<file path="config.mk">
export PLATFORM = sky130hd
export DESIGN_NAME = block_check_sched_flat
export DESIGN_NICKNAME = d
export VERILOG_FILES = /design/src/rtl/block_check_sched_if.sv /design/src/rtl/block_check_sched.sv /design/src/flat_wrapper.sv
export SDC_FILE = /design/constraint.sdc
export NUM_CORES = 1
export LEC_CHECK = 0
export CAP_MARGIN = 20
export CORE_MARGIN = 2
export CORE_UTILIZATION = 45
export CTS_CLUSTER_DIAMETER = 40
export DETAILED_ROUTE_END_ITERATION = 12
export GPL_ROUTABILITY_DRIVEN = 0
export PLACE_DENSITY = 0.73
export SKIP_CTS_REPAIR_TIMING = 1
export SLEW_MARGIN = 10
export SYNTH_ARGS = -nofsm -noshare
export SYNTH_HDL_FRONTEND = slang
export SYNTH_SLANG_ARGS = --single-unit
</file>
<file path="constraint.sdc">
create_clock -name clk -period 2.6 [get_ports clk]
set_input_delay 0.39 -clock clk [delete_from_list [all_inputs] [get_ports clk]]
set_output_delay 0.39 -clock clk [all_outputs]
set_load 0.01 [all_outputs]
</file>
<file path="src/rtl/block_check_sched_if.sv">
// block_check_sched_if
//   Requester/response bundle of the keyword-checker scheduler.
//   master : text-source side. Drives reqN_valid/reqN_data and receives
//            reqN_ready and the rsp_* response.
//   slave  : scheduler side.
//   Signals:
//     req0_valid/req0_data/req0_ready : requester 0 byte stream (valid/ready)
//     req1_valid/req1_data/req1_ready : requester 1 byte stream (valid/ready)
//     rsp_valid                       : one-cycle response pulse
//     rsp_id/rsp_ok/rsp_ovf           : owner, verdict, overflow (held)
interface block_check_sched_if;
    logic       req0_valid;
    logic [7:0] req0_data;
    logic       req0_ready;
    logic       req1_valid;
    logic [7:0] req1_data;
    logic       req1_ready;
    logic       rsp_valid;
    logic       rsp_id;
    logic       rsp_ok;
    logic       rsp_ovf;

    modport master (
        output req0_valid, req0_data, req1_valid, req1_data,
        input  req0_ready, req1_ready, rsp_valid, rsp_id, rsp_ok, rsp_ovf
    );

    modport slave (
        input  req0_valid, req0_data, req1_valid, req1_data,
        output req0_ready, req1_ready, rsp_valid, rsp_id, rsp_ok, rsp_ovf
    );
endinterface

</file>
<file path="src/rtl/block_check_sched.sv">
// block_check_sched
//   Shares one keyword-balance checker between two byte-stream requesters.
//   A granted requester's whole message is buffered locally, then the
//   checker is cleared and the message is replayed to it contiguously,
//   followed by one space that closes the final word. The checker's verdict
//   is returned to the owner as a one-cycle response.
//   Ports:
//     clk        : clock, rising edge
//     reset      : synchronous, active-high
//     bus        : requester streams and response (slave modport)
//     busy       : high whenever the scheduler is not idle
//     chk_reset  : checker synchronous reset (follows reset, plus CLEAR)
//     chk_in     : checker byte input, consumed every clock
//     chk_result : checker registered verdict
module block_check_sched #(
    parameter int         DEPTH = 16,
    parameter logic [7:0] TERM  = 8'h0A
) (
    input  logic                 clk,
    input  logic                 reset,
    block_check_sched_if.slave   bus,
    output logic                 busy,
    output logic                 chk_reset,
    output logic [7:0]           chk_in,
    input  logic                 chk_result
);
    localparam int AW = $clog2(DEPTH);
    localparam int CW = AW + 1;
    localparam logic [CW-1:0] DEPTH_C = CW'(DEPTH);
    localparam logic [7:0]    SPACE   = 8'h20;

    typedef enum logic [2:0] {
        S_IDLE,
        S_COLLECT,
        S_CLEAR,
        S_PLAY,
        S_DELIM,
        S_SAMPLE,
        S_RESP
    } state_t;

    state_t        state;
    logic          gnt;
    logic          last_gnt;
    logic          ovf;
    logic [CW-1:0] count;
    logic [CW-1:0] rd;      // index of the next byte to put on chk_in
    logic [7:0]    mem [DEPTH];

    logic          pick;
    logic          hs;
    logic [7:0]    hs_data;
    logic          wr_en;

    // Tie goes to the requester that was not served last.
    assign pick = bus.req1_valid & (~bus.req0_valid | ~last_gnt);

    // NOTE: every output of an always_comb gets a default first so no path
    // leaves it unassigned, which would infer a latch.
    always_comb begin
        hs      = bus.req0_valid & bus.req0_ready;
        hs_data = bus.req0_data;
        if (gnt) begin
            hs      = bus.req1_valid & bus.req1_ready;
            hs_data = bus.req1_data;
        end
    end

    assign wr_en = (state == S_COLLECT) && hs && (hs_data != TERM) && (count < DEPTH_C);

    // NOTE: the message buffer has no reset; count alone decides which
    // entries are meaningful, so clearing count empties it logically.
    always_ff @(posedge clk) begin
        if (wr_en) begin
            mem[count[AW-1:0]] <= hs_data;
        end
    end

    assign busy      = (state != S_IDLE);
    assign chk_reset = reset | (state == S_CLEAR);

    // NOTE: all state here uses non-blocking assignments so every register
    // sees the pre-edge values of the others, independent of statement order.
    always_ff @(posedge clk) begin
        if (reset) begin
            state          <= S_IDLE;
            gnt            <= 1'b0;
            last_gnt       <= 1'b1;
            ovf            <= 1'b0;
            count          <= '0;
            rd             <= '0;
            chk_in         <= SPACE;
            bus.req0_ready <= 1'b0;
            bus.req1_ready <= 1'b0;
            bus.rsp_valid  <= 1'b0;
            bus.rsp_id     <= 1'b0;
            bus.rsp_ok     <= 1'b0;
            bus.rsp_ovf    <= 1'b0;
        end else begin
            bus.rsp_valid <= 1'b0;
            case (state)
                S_IDLE: begin
                    if (bus.req0_valid | bus.req1_valid) begin
                        gnt            <= pick;
                        count          <= '0;
                        ovf            <= 1'b0;
                        bus.req0_ready <= ~pick;
                        bus.req1_ready <= pick;
                        state          <= S_COLLECT;
                    end
                end
                S_COLLECT: begin
                    if (hs) begin
                        if (hs_data == TERM) begin
                            bus.req0_ready <= 1'b0;
                            bus.req1_ready <= 1'b0;
                            state          <= S_CLEAR;
                        end else if (count < DEPTH_C) begin
                            count <= count + CW'(1);
                        end else begin
                            ovf <= 1'b1;
                        end
                    end
                end
                S_CLEAR: begin
                    rd <= '0;
                    if (ovf) begin
                        bus.rsp_valid <= 1'b1;
                        bus.rsp_id    <= gnt;
                        bus.rsp_ok    <= 1'b0;
                        bus.rsp_ovf   <= 1'b1;
                        state         <= S_RESP;
                    end else if (count == '0) begin
                        state <= S_DELIM;
                    end else begin
                        // chk_in is registered, so the first byte is loaded
                        // on the way into PLAY.
                        chk_in <= mem[0];
                        rd     <= CW'(1);
                        state  <= S_PLAY;
                    end
                end
                S_PLAY: begin
                    if (rd == count) begin
                        chk_in <= SPACE;
                        state  <= S_DELIM;
                    end else begin
                        chk_in <= mem[rd[AW-1:0]];
                        rd     <= rd + CW'(1);
                    end
                end
                S_DELIM: begin
                    state <= S_SAMPLE;
                end
                S_SAMPLE: begin
                    // chk_result now reflects the closing space.
                    bus.rsp_valid <= 1'b1;
                    bus.rsp_id    <= gnt;
                    bus.rsp_ok    <= chk_result;
                    bus.rsp_ovf   <= 1'b0;
                    state         <= S_RESP;
                end
                S_RESP: begin
                    last_gnt <= gnt;
                    state    <= S_IDLE;
                end
                default: begin
                    state <= S_IDLE;
                end
            endcase
        end
    end
endmodule
</file>
<file path="src/flat_wrapper.sv">
// flat-port wrapper written by rule: the top's interface ports become plain ports
module block_check_sched_flat 
#(
    parameter int         DEPTH = 16,
    parameter logic [7:0] TERM  = 8'h0A
)
  (clk, reset, busy, chk_reset, chk_in, chk_result, bus_req0_valid, bus_req0_data, bus_req1_valid, bus_req1_data, bus_req0_ready, bus_req1_ready, bus_rsp_valid, bus_rsp_id, bus_rsp_ok, bus_rsp_ovf);
  block_check_sched_if bus_i ();
  input  logic clk;
  input  logic reset;
  output logic busy;
  output logic chk_reset;
  output logic [7:0] chk_in;
  input  logic chk_result;
  input wire logic [$bits(bus_i.req0_valid)-1:0] bus_req0_valid;
  input wire logic [$bits(bus_i.req0_data)-1:0] bus_req0_data;
  input wire logic [$bits(bus_i.req1_valid)-1:0] bus_req1_valid;
  input wire logic [$bits(bus_i.req1_data)-1:0] bus_req1_data;
  output wire logic [$bits(bus_i.req0_ready)-1:0] bus_req0_ready;
  output wire logic [$bits(bus_i.req1_ready)-1:0] bus_req1_ready;
  output wire logic [$bits(bus_i.rsp_valid)-1:0] bus_rsp_valid;
  output wire logic [$bits(bus_i.rsp_id)-1:0] bus_rsp_id;
  output wire logic [$bits(bus_i.rsp_ok)-1:0] bus_rsp_ok;
  output wire logic [$bits(bus_i.rsp_ovf)-1:0] bus_rsp_ovf;
  assign bus_i.req0_valid = bus_req0_valid;
  assign bus_i.req0_data = bus_req0_data;
  assign bus_i.req1_valid = bus_req1_valid;
  assign bus_i.req1_data = bus_req1_data;
  assign bus_req0_ready = bus_i.req0_ready;
  assign bus_req1_ready = bus_i.req1_ready;
  assign bus_rsp_valid = bus_i.rsp_valid;
  assign bus_rsp_id = bus_i.rsp_id;
  assign bus_rsp_ok = bus_i.rsp_ok;
  assign bus_rsp_ovf = bus_i.rsp_ovf;
  block_check_sched #(.DEPTH(DEPTH), .TERM(TERM)) u_core (.clk(clk), .reset(reset), .bus(bus_i), .busy(busy), .chk_reset(chk_reset), .chk_in(chk_in), .chk_result(chk_result));
endmodule
</file>
After elaboration in Yosys (flattened, before gate mapping):

Memories as Yosys holds them, arrays and structs flattened. A register that Yosys moved wholly into a read port is not among the register bits.
Index checks and enable logic that the tools add are counted.

* memories kept: 1
* output and inout bits: 16
* register bits after elaboration: 30
* input bits: 21
* word-level logic and storage cells: 108
* RAM bits: 128

Memories
* u_core.mem: depth 16, width 8, read ports 2, clocked after Yosys merged registers in 1, write ports 1, line block_check_sched.sv:48 `logic [7:0] mem [DEPTH];`

* add/subtract/negate cells: 2
* equal/unequal tests: 20
* order comparisons: 1
* reductions and logical operators: 17
* mux-type cells: 45
* bitwise operators: 9

Operators with widths (number)
* 8-bit two-way mux: 4
* 5-bit two-way mux: 6
* 5-bit one-hot mux with 2 select lines: 2
* 3-bit two-way mux: 6
* 3-bit one-hot mux with 6 select lines: 1
* 1-bit two-way mux: 16
* 8-bit one-hot mux with 2 select lines: 1
* 2-bit inequality test (second input constant): 7
* 1-bit one-hot mux with 2 select lines: 7
* 5-bit by 1-bit adder with 5-bit output (second input constant): 2
* 5-bit AND reduction: 2
* 3-bit == test (second input constant): 3
* 8-bit by 4-bit == test with 1-bit output (second input constant): 1
* 4-bit two-way mux: 2
* 2-bit by 1-bit inequality test with 1-bit output (second input constant): 4
* 8-bit by 4-bit inequality test with 1-bit output (second input constant): 1
* 4-bit AND reduction: 2
* 3-bit by 2-bit == test with 1-bit output (second input constant): 2
* 2-bit AND reduction: 3
* 2-bit nonzero test: 3
* 5-bit == test: 1
* 5-bit zero test: 1
* 5-bit < comparator (second input constant): 1
* 1-bit bitwise AND: 3
* other kinds (7): 13

Depth between registers and ports, before layout:

* word-level depth: 7
* mapped depth: 8
* gate-level depth less buffers: 7

Worst setup path after synthesis:

OpenSTA, ideal clock, no wires.

* kind: flip-flop to flip-flop
* start point: register u_core.state[0]
* end point: memory u_core.mem[1][0], enable pin
* path buffers: 1
* data required time: 2.217 ns
* cell stages (with the launch flop): 7
* setup time: 0.383 ns
* arrival: 1.897 ns
* slack: 0.320 ns
* clock period less this slack: 2.280 ns
* path through: dfxtp_1 > buf_6 > inv_1 > nor3_1 > nor4b_2 > nand2_1 > nor3_1

* word-level cells in the longest chain between the ends: 6

Ends and longest elaborated chain
* from (decl): line block_check_sched.sv:42 `state_t state;`
* from (signal assigned): line block_check_sched.sv:86 `state <= S_IDLE;`
* from (signal assigned): line block_check_sched.sv:109 `state <= S_COLLECT;`
* from (signal assigned): line block_check_sched.sv:117 `state <= S_CLEAR;`
* 3-bit by 1-bit == test with 1-bit output: line block_check_sched.sv:69 `assign wr_en = (state == S_COLLECT) && hs && (hs_data != TERM) && (count < DEPTH_C);`
* 1-bit logical AND (3 in series): line block_check_sched.sv:69
* 1-bit two-way mux: line block_check_sched.sv:74 `if (wr_en) begin`
* 1-bit two-way mux (not written as such): line block_check_sched.sv:75 `mem[count[AW-1:0]] <= hs_data;`
* to (decl): line block_check_sched.sv:48

No other way between the ends.

Worst setup path in the final report:

* start point: register u_core.state[1]
* end point: output port chk_reset

* word-level cells in the longest chain between the ends: 2

Ends and longest elaborated chain
* 3-bit by 2-bit == test with 1-bit output: line block_check_sched.sv:80 `assign chk_reset = reset | (state == S_CLEAR);`
* 1-bit bitwise OR: line block_check_sched.sv:80
* to (decl): line flat_wrapper.sv:12 `output logic chk_reset;`

No other way between the ends.

==> run_results.csv <==
group,metric,value,unit
route,via_per_inst,5.96,
pwr,switchingPower,1.47,mW
setup_path,required,2.21,ns
placed_design,placed_area,7570,um2
grt,grt_pass1_vias,4146,
grt,grt_use_met3,0.0576,
die,coreArea,15100,um2
placed_design,io_buffers,36,
synthesis,ys_seq_area_frac,0.654,
pwr,intPower,4.58,mW
timing,rsz0062_at_grt,"no",
layout,diodes,0,
layout,area_delta_synth_final,17.6,%
pwr,power_density,744,nW/um2
clock_network,cts_max_path_buffers,2,
hold_path,min_from,"u_core.bus.req0_ready",
pwr,power.leakage,2.66,nW
timing,setup_violations,0,
clock_network,clock_latency,0.43,ns
synthesis,ys_warn_count,0,
synthesis,dominantRegCellSynth,"edfxtp_1",
route,drtAntennaViolNets,0,
grt,grt_most_used_layer,"met2",
grt,grt_max_degree,26,
job,maxCapViolations,0,
timing,max_freq,415,MHz
synthesis,synth.top_cell.area_share,0.556,
setup_path,start_kind,"flop",
timing,drv_slew,0,
placed_design,dp_hpwl,10700,um
timing,tightest_slew,0.657,ns
synthesis,async_reset_ff_frac,0,
grt,grt_usage,0.203,
route,drc_errors,0,
synthesis,ys_types,66,
clock_network,numCtsBuffers,17,
setup_path,endpoint_kind,"output pin",
layout,fin_nets,521,
clock_network,cts-root-buf,"clkbuf_16",
grt,antenna_found_initial,0,
layout,drive_above_1_share,0.207,
timing,period_minus_slack,2.41,ns
setup_path,worstPathMaxFanout,12,
route,first_pass_iters,5,
placed_design,place_ws,0.0636,ns
grt,grt_pass1_wl,24100,um
timing,period_share,0.928,
grt,grt_overflow,0,
route,wire_per_inst,22.5,um
die,die-area,16400,um2
clock_network,cts_sinks,162,
layout,fin_area,8130,um2
synthesis,synth_area_per_cell,16.0,um2
placed_design,dpl.cell_count,664,
layout,final_cells,696,
synthesis,synth_area,6920,um2
setup_path,path_class,"reg2out",
die,die_h,128,um
grt,met2_usage,0.317,
timing,finalSetupTns,0,ns
pwr,swShare,0.242,
timing,worst_slack,0.188,ns
grt,use_met1,0.268,
timing,finalHoldViolCount,0,
die,rows,45,
synthesis,synth_edf_count,128,
timing,relSlewSlack,0.561,
clock_network,clk_pin_slew,0.06,ns
run_status,outcome,"complete, no violations",
die,start_util,0.458,
route,vias,4150,
timing,fin_skew,0.00803,ns
synthesis,synth-seq-cells,162,
die,io_pins,37,
pwr,p_comb_frac,0.113,
pwr,ir_worst_vdd,0.573,mV
clock_network,tritoncts,"done",
pwr,p_seq_frac,0.488,
setup_path,startpoint,"u_core.state[1]",
synthesis,synth_area_leaders,"edfxtp_1 56%, dfxtp_1 9.8%, mux4_2 7.5%, mux4_1 3.4%, mux2_2 2.4%",
synthesis,synthTopCellsByCount,"128 x edfxtp_1, 34 x dfxtp_1, 32 x nor2_1, 23 x mux4_2, 18 x nand2_1",
synthesis,yosysMostFrequentCell,"edfxtp_1",
die,fp.dieW,128,um
setup_path,cp.arrival,2.02,ns
pwr,clockPowerShare,0.399,
synthesis,yosysTopAreaCell,"edfxtp_1",
route,wl,15600,um
hold_path,hold_class,"reg2reg",
synthesis,synthCells,433,
setup_path,r2r-start,"u_core.count[0]",
synthesis,synth_fp_nets,459,
route,drt-initial-drc-count,433,
clock_network,htreeDepth,4,
## layout by cell type, fill, tap and decap left out, types with 4 or more instances in the layout
cell,n
mux2i_1,12
buf_4,30
nor2_1,32
clkdlybuf4s50_1,36
nor3_1,8
dfxtp_1,33
xor2_1,5
mux4_1,9
ha_1,5
clkbuf_16,17
mux4_2,23
o21ai_0,7
a22oi_1,8
nand3_1,8
nand2b_1,8
mux2_2,15
inv_1,6
o211ai_1,4
nand2_1,18
a31oi_1,4
nand4_1,5
a21oi_1,17
edfxtp_1,128
## per-stage QoR
| stage | util | hold WS (ns) | total power, mW |
|---|---|---|---|
| after CTS | 0.539 | 0.498 | 6.07 |
| after global placement | 0.501 | 0.478 | 3.67 |
| after floorplan | - | 0.450 | 3.43 |
| final | 0.539 | 0.494 | 6.05 |
| after detailed placement | 0.501 | 0.485 | 3.68 |
| after global routing | 0.539 | 0.532 | 6.26 |
## worst max-delay path: stages (launching register included)
cell             delay, ns
dfxtp_1               0.54
nand2b_1              0.13
o21ai_1               0.32
clkdlybuf4s50_1       0.61
## power groups by stage
stage / logic (mW) / registers, mW / clock network [mW]
after detailed placement: 0.679 / 3.01 / 0
after global routing: 0.745 / 2.96 / 2.56
after floorplan: 0.458 / 2.97 / 0
after global placement: 0.662 / 3.00 / 0
after CTS: 0.683 / 2.95 / 2.44
final: 0.684 / 2.95 / 2.42
## logic make-up after synthesis
group / Yosys count / synth area share
flip-flops: 162 / 0.654
AND/OR/NAND/NOR: 101 / 0.0767
AO/OA/AOI/OAI: 68 / 0.0680
multiplexers: 59 / 0.151
buffers and inverters: 30 / 0.0309
XOR/XNOR: 8 / 0.0101
adder cells (fa/ha/maj): 5 / 0.00905
## worst paths after layout
check                           cells past startpoint               endpoint  slack, ns
worst max-delay path                                3              chk_reset       0.19
worst min-delay path                                1  u_core.bus.req0_ready       0.49
worst max register to register                      7       u_core.chk_in[0]       0.37
worst min register to register                      1  u_core.bus.req0_ready       0.49
## routing by layer
metal  part of all wire  up-vias
li1                   -     1858
met3              0.057       29
met1               0.43     2135
met5                  0        -
met4              0.025        0
met2               0.49      128
## registers in the layout, indices dropped and copies added, names as in the netlist, named ones only
name                   cells
u_core.count               5
u_core.bus.req1_ready      1
u_core.rd                  5
u_core.bus.rsp_ok          1
u_core.last_gnt            1
u_core.bus.rsp_ovf         1
u_core.ovf                 1
u_core.mem               128
u_core.gnt                 1
u_core.bus.req0_ready      1
u_core.bus.rsp_valid       1
u_core.state               3
u_core.bus.rsp_id          1
u_core.chk_in              8
## layout make-up
type                       count  area (um2)
fill                        1161        6960
sequential                   162        4530
multi-input combinational    241        2180
timing repair buffer          67         606
clock buffer                  20         437
tap                          188         235
clock inverter                12         130
inverter                       6        22.5
Note: power is estimated with default switching activity, not from simulation.
